## src/rtl/ram_loader.sv

```systemverilog
// rtl/ram_loader.sv - byte-wide RAM with a streaming load sequencer and combinational read port
//
// Ports:
//   clk, rst            rising-edge clock, asynchronous active-high reset
//   start, base, len    load request (IDLE only): first address and byte count
//   abort               cancels a load in progress (no done pulse)
//   in_valid, in_data   byte stream into the RAM
//   in_ready            loader accepts a byte this cycle
//   busy                high in LOAD and DONE
//   done                one-cycle pulse when a load completes normally
//   count               bytes written by the current or last load
//   Dir, Dato_s         combinational read port, Dato_s = mem[Dir]

module ram_loader #(
    parameter int ADDR_W = 8,
    parameter int DATA_W = 8,
    parameter int LEN_W  = ADDR_W + 1
) (
    input  logic              clk,
    input  logic              rst,
    input  logic              start,
    input  logic [ADDR_W-1:0] base,
    input  logic [LEN_W-1:0]  len,
    input  logic              abort,
    input  logic              in_valid,
    input  logic [DATA_W-1:0] in_data,
    output logic              in_ready,
    output logic              busy,
    output logic              done,
    output logic [LEN_W-1:0]  count,
    input  logic [ADDR_W-1:0] Dir,
    output logic [DATA_W-1:0] Dato_s
);

    typedef enum logic [1:0] {
        IDLE = 2'd0,
        LOAD = 2'd1,
        DONE = 2'd2
    } state_t;

    state_t            state, state_nxt;
    logic [ADDR_W-1:0] addr, addr_nxt;
    logic [LEN_W-1:0]  remaining, remaining_nxt;
    logic [LEN_W-1:0]  count_nxt;
    logic              xfer;

    // Storage is deliberately not reset; contents are undefined until written.
    logic [DATA_W-1:0] mem [0:(1<<ADDR_W)-1];

    // abort blocks acceptance in the same cycle so an aborting cycle never writes.
    assign in_ready = (state == LOAD) && !abort;
    assign xfer     = in_valid && in_ready;
    assign busy     = (state != IDLE);
    assign done     = (state == DONE);
    assign Dato_s   = mem[Dir];

    always_ff @(posedge clk or posedge rst) begin
        if (rst) begin
            state     <= IDLE;
            addr      <= '0;
            remaining <= '0;
            count     <= '0;
        end else begin
            state     <= state_nxt;
            addr      <= addr_nxt;
            remaining <= remaining_nxt;
            count     <= count_nxt;
        end
    end

    always_comb begin
        state_nxt     = state;
        addr_nxt      = addr;
        remaining_nxt = remaining;
        count_nxt     = count;
        case (state)
            IDLE: begin
                // start wins over abort here since abort only matters in LOAD.
                if (start) begin
                    count_nxt = '0;
                    if (len != '0) begin
                        state_nxt     = LOAD;
                        addr_nxt      = base;
                        remaining_nxt = len;
                    end else begin
                        state_nxt = DONE;
                    end
                end
            end
            LOAD: begin
                if (abort) begin
                    state_nxt = IDLE;
                end else if (xfer) begin
                    // addr wraps naturally at the top of the RAM.
                    addr_nxt      = addr + 1'b1;
                    remaining_nxt = remaining - 1'b1;
                    count_nxt     = count + 1'b1;
                    if (remaining == LEN_W'(1)) begin
                        state_nxt = DONE;
                    end
                end
            end
            DONE: begin
                state_nxt = IDLE;
            end
            default: begin
                state_nxt = IDLE;
            end
        endcase
    end

    always_ff @(posedge clk) begin
        if (xfer) begin
            mem[addr] <= in_data;
        end
    end

endmodule

```

## config.mk

```make
export PLATFORM = sky130hd
export DESIGN_NAME = ram_loader
export DESIGN_NICKNAME = d
export VERILOG_FILES = /design/src/rtl/ram_loader.sv
export SDC_FILE = /design/constraint.sdc
export NUM_CORES = 2
export LEC_CHECK = 0
export CAP_MARGIN = 20
export CORE_MARGIN = 8
export CORE_UTILIZATION = 67
export DETAILED_ROUTE_END_ITERATION = 8
export PLACE_DENSITY = 0.84
export SYNTH_ARGS = -nofsm -noshare
export SYNTH_HDL_FRONTEND = slang
export SYNTH_SLANG_ARGS = --single-unit
```

## constraint.sdc

```tcl
create_clock -name clk -period 5.2 [get_ports clk]
set_input_delay 1.04 -clock clk [delete_from_list [all_inputs] [get_ports clk]]
set_output_delay 1.04 -clock clk [all_outputs]
set_load 0.03 [all_outputs]
```

==> flow_summary.toml <==
[layout]
layout.nets = 4229
postLayoutCoreUtil = 0.758
layout-drive-gt1-share = 0.237
area_growth_syn_to_layout_pct = 12.3
layout.cell_area.non_filler_um2 = 90800

[placement]
routability_driven_placement_congestion_ratio = 0.896
io_buffers = 57
detailed_place.area_um2 = 84600
hpwl_after_detailed_placement_um = 126000

[sta]
worst_slew_margin_rel = 0.120
timing.final.max_slew_violations = 0
finalHoldViolations = 0
timing.final.crit_share = 1.01
whs_ns = 0.529
setup_violators_final = 1
timing.final.crit_period_ns = 5.27
rsz0062_at_grt = "false"
setup-tns-final_ns = -0.0739
max_freq_ghz = 0.190
clock_skew_ns = 0.0302
finalWorstSetupSlack_ns = -0.0739
tightestPinTransition_ns = 1.32

[die]
die_width_um = 363
die_area_um2 = 132000
floorplan.die.height_um = 363
io_pins = 58
placement_rows = 127
core-area_um2 = 120000
start_util = 0.675

[global_routing]
largest_net_degree_at_the_start_of_global_routing = 153
overflow = 0
grt_pass1_wl_um = 323000
grt_pass1_vias = 45400
grt_antenna_before_repair = 7
groute.usage.overall = 0.342

[setup_path]
crit_arrival_ns = 4.23
critical_path.endpoint_type = "primary output"
worstSetupStartpointType = "primary input"
type_of_the_worst_setup_path = "in2out"
cp_slowest_stage_delay_ns = 0.68
cp_common_cell = "buf_4"
crit_path_max_fanout = 8
critical_path.cell_chain = "clkdlybuf4s50_1 -> buf_4 -> and3b_1 -> o221ai_1 -> o22ai_1 -> nor3_1 -> buf_4 -> nor4_1 -> buf_12 -> nor4_2 -> buf_4"
cp_data_required_time_ns = 4.16
slowest_stage = "nor4_1"

[cts]
cts_made_buffers = 191
cts_root_buffer_type = "clkbuf_16"
clockBufferDepth = 3
cts.sink_count = 2076
cts_tree = "done"
hold_buffers = 0
insertion_delay_ns = 0.84
clkSlewWorstSetupHoldPaths_ns = 0.06
cts_setup_buffers = 0
htree_levels = 4

[route]
routed_via_density = 7.56
drt_iter0_drc = 8131
drt-pass1-iter-count = 7
routedWlPerCell_um = 38.0
finalWirelength_um = 227000
drc = 0
antenna_violating_nets_post_route = 0
via_count = 45100

[run]
maxCapViolCount = 0

[min_path]
min-delay-path-class = "in2async"

[logic_synthesis]
yosysWarnings = 0
proportion_of_synthesized_chip_area_in_sequential_cells = 0.769
yosysTopAreaCell = "edfxtp_1"
edff_count_synth = 2048
yosys-top-cells-area = "edfxtp_1, mux4_2, mux2i_1"
synth_register_bits = 2076
synth_cell_type_count = 65
synth.avg_cell_area_um2 = 20.6
share_of_the_synthesized_area_in_the_top_cell_type = 0.761
synth_area_um2 = 80900
synth_async_sr_flop_share = 0.0135
ys_dominant_reg_cell = "edfxtp_1"
syn-num-nets = 3974
postSynthCellCount = 3929

[pwr]
worst_ir_drop_vdd_mv = 0.397
power.total_w = 0.0350
cellLeakagePower_nw = 28.6
power_per_cell_area_nw_per_um2 = 386

[outcome]
failed_checks = "setup timing"
run_status = "complete, but fails checks"
layout by cell type (no fill, tap or decap), types with 46 or more instances in the layout:
cell type / count
clkbuf_16: 194
buf_4: 196
a22oi_1: 162
a21oi_1: 132
nor2_1: 300
mux2i_1: 139
buf_12: 58
nand2_1: 53
mux4_2: 441
o22ai_1: 46
clkinv_1: 52
edfxtp_1: 2048
critical path, delay by kind of cell:
| kind | cells | cell delay, ns |
|---|---|---|
| AO/OA/AOI/OAI | 2 | 0.54 |
| buffers and inverters | 5 | 1.37 |
| AND/OR/NAND/NOR | 4 | 1.26 |
cell type report:
type / instances / area (um^2)
flip-flops and latches: 2076 / 62200
inverters: 11 / 41.3
diodes: 6 / 15.0
well taps: 1612 / 2020
clock inverters: 117 / 948
fillers: 5656 / 29000
repair buffers: 308 / 3260
multi-input cells: 1596 / 17300
clock buffers: 239 / 5020
path summary, 6_finish.rpt:
path	start	endpoint	slack, ns	cells after the start
min	rst	count[4]	0.53	2
max in group asynchronous	rst	addr[2]	4.22	3
min in group clk	count[8]	count[8]	0.55	2
min reg2reg	count[8]	count[8]	0.55	2
max reg2reg	state[1]	mem[250][2]	1.16	7
max	Dir[7]	Dato_s[4]	-0.07	11
cells in the mapped netlist, drive strengths merged (5+ instances only):
cell type  number
mux2           15
a21o            5
buf           142
o22ai          46
nor2          303
nor4           31
nand3          36
a221oi          7
o21ai          32
nor2b          13
dfrtp          28
a31oi          12
o221ai         35
clkbuf        104
or3             6
a21oi         132
a211oi          6
edfxtp       2048
nand2          53
mux2i         139
nand4           6
nand2b         10
inv            10
ha              7
or2             6
xor2            5
a22o           12
a22oi         163
nor3           27
mux4          441
and2            6
metrics by stage:
stage	worst slack (ns)	instances
after global placement	-0.366	5596
after CTS	0.00318	5954
after global routing	0.0184	5959
final	-0.0739	5965
after detailed placement	-0.340	5598
after floorplan	0.768	3929
where the power goes:
group / internal, W / total [W] / leakage (nW) / switching (W)
clock network: 0.00747 / 0.0137 / 2.92 / 0.00626
logic: 0.000869 / 0.00267 / 6.92 / 0.00180
registers: 0.0185 / 0.0187 / 18.8 / 0.000169
what timing repair did:
item	in CTS	in global routing
endpoints found under the setup margin	6	6
gates resized for setup	14	6
pin swaps	2	0
state kept, by name, summed over array words and instances, names as in the netlist:
signal / flops
count: 9
state: 2
addr: 8
remaining: 9
mem: 2048
logic make-up after synthesis:
group | synth area share
DFF | 0.769
muxes | 0.142
and+or+nand+nor | 0.0285
AOI/OAI and AO/OA | 0.0393
buffers and inverters | 0.0193
adders and majority gates | 0.00108
xor gates and xnor gates | 0.000542
per-layer routing:
| metal | GRT usage | up-vias | routed length, um |
|---|---|---|---|
| li1 | - | 16900 | - |
| met5 | 0 | - | 7 |
| met1 | 0.431 | 22400 | 70400 |
| met4 | 0.197 | 2 | 16800 |
| met2 | 0.538 | 4741 | 107000 |
| met3 | 0.0980 | 1120 | 32800 |
No activity file was read; power rests on OpenSTA's default activity.
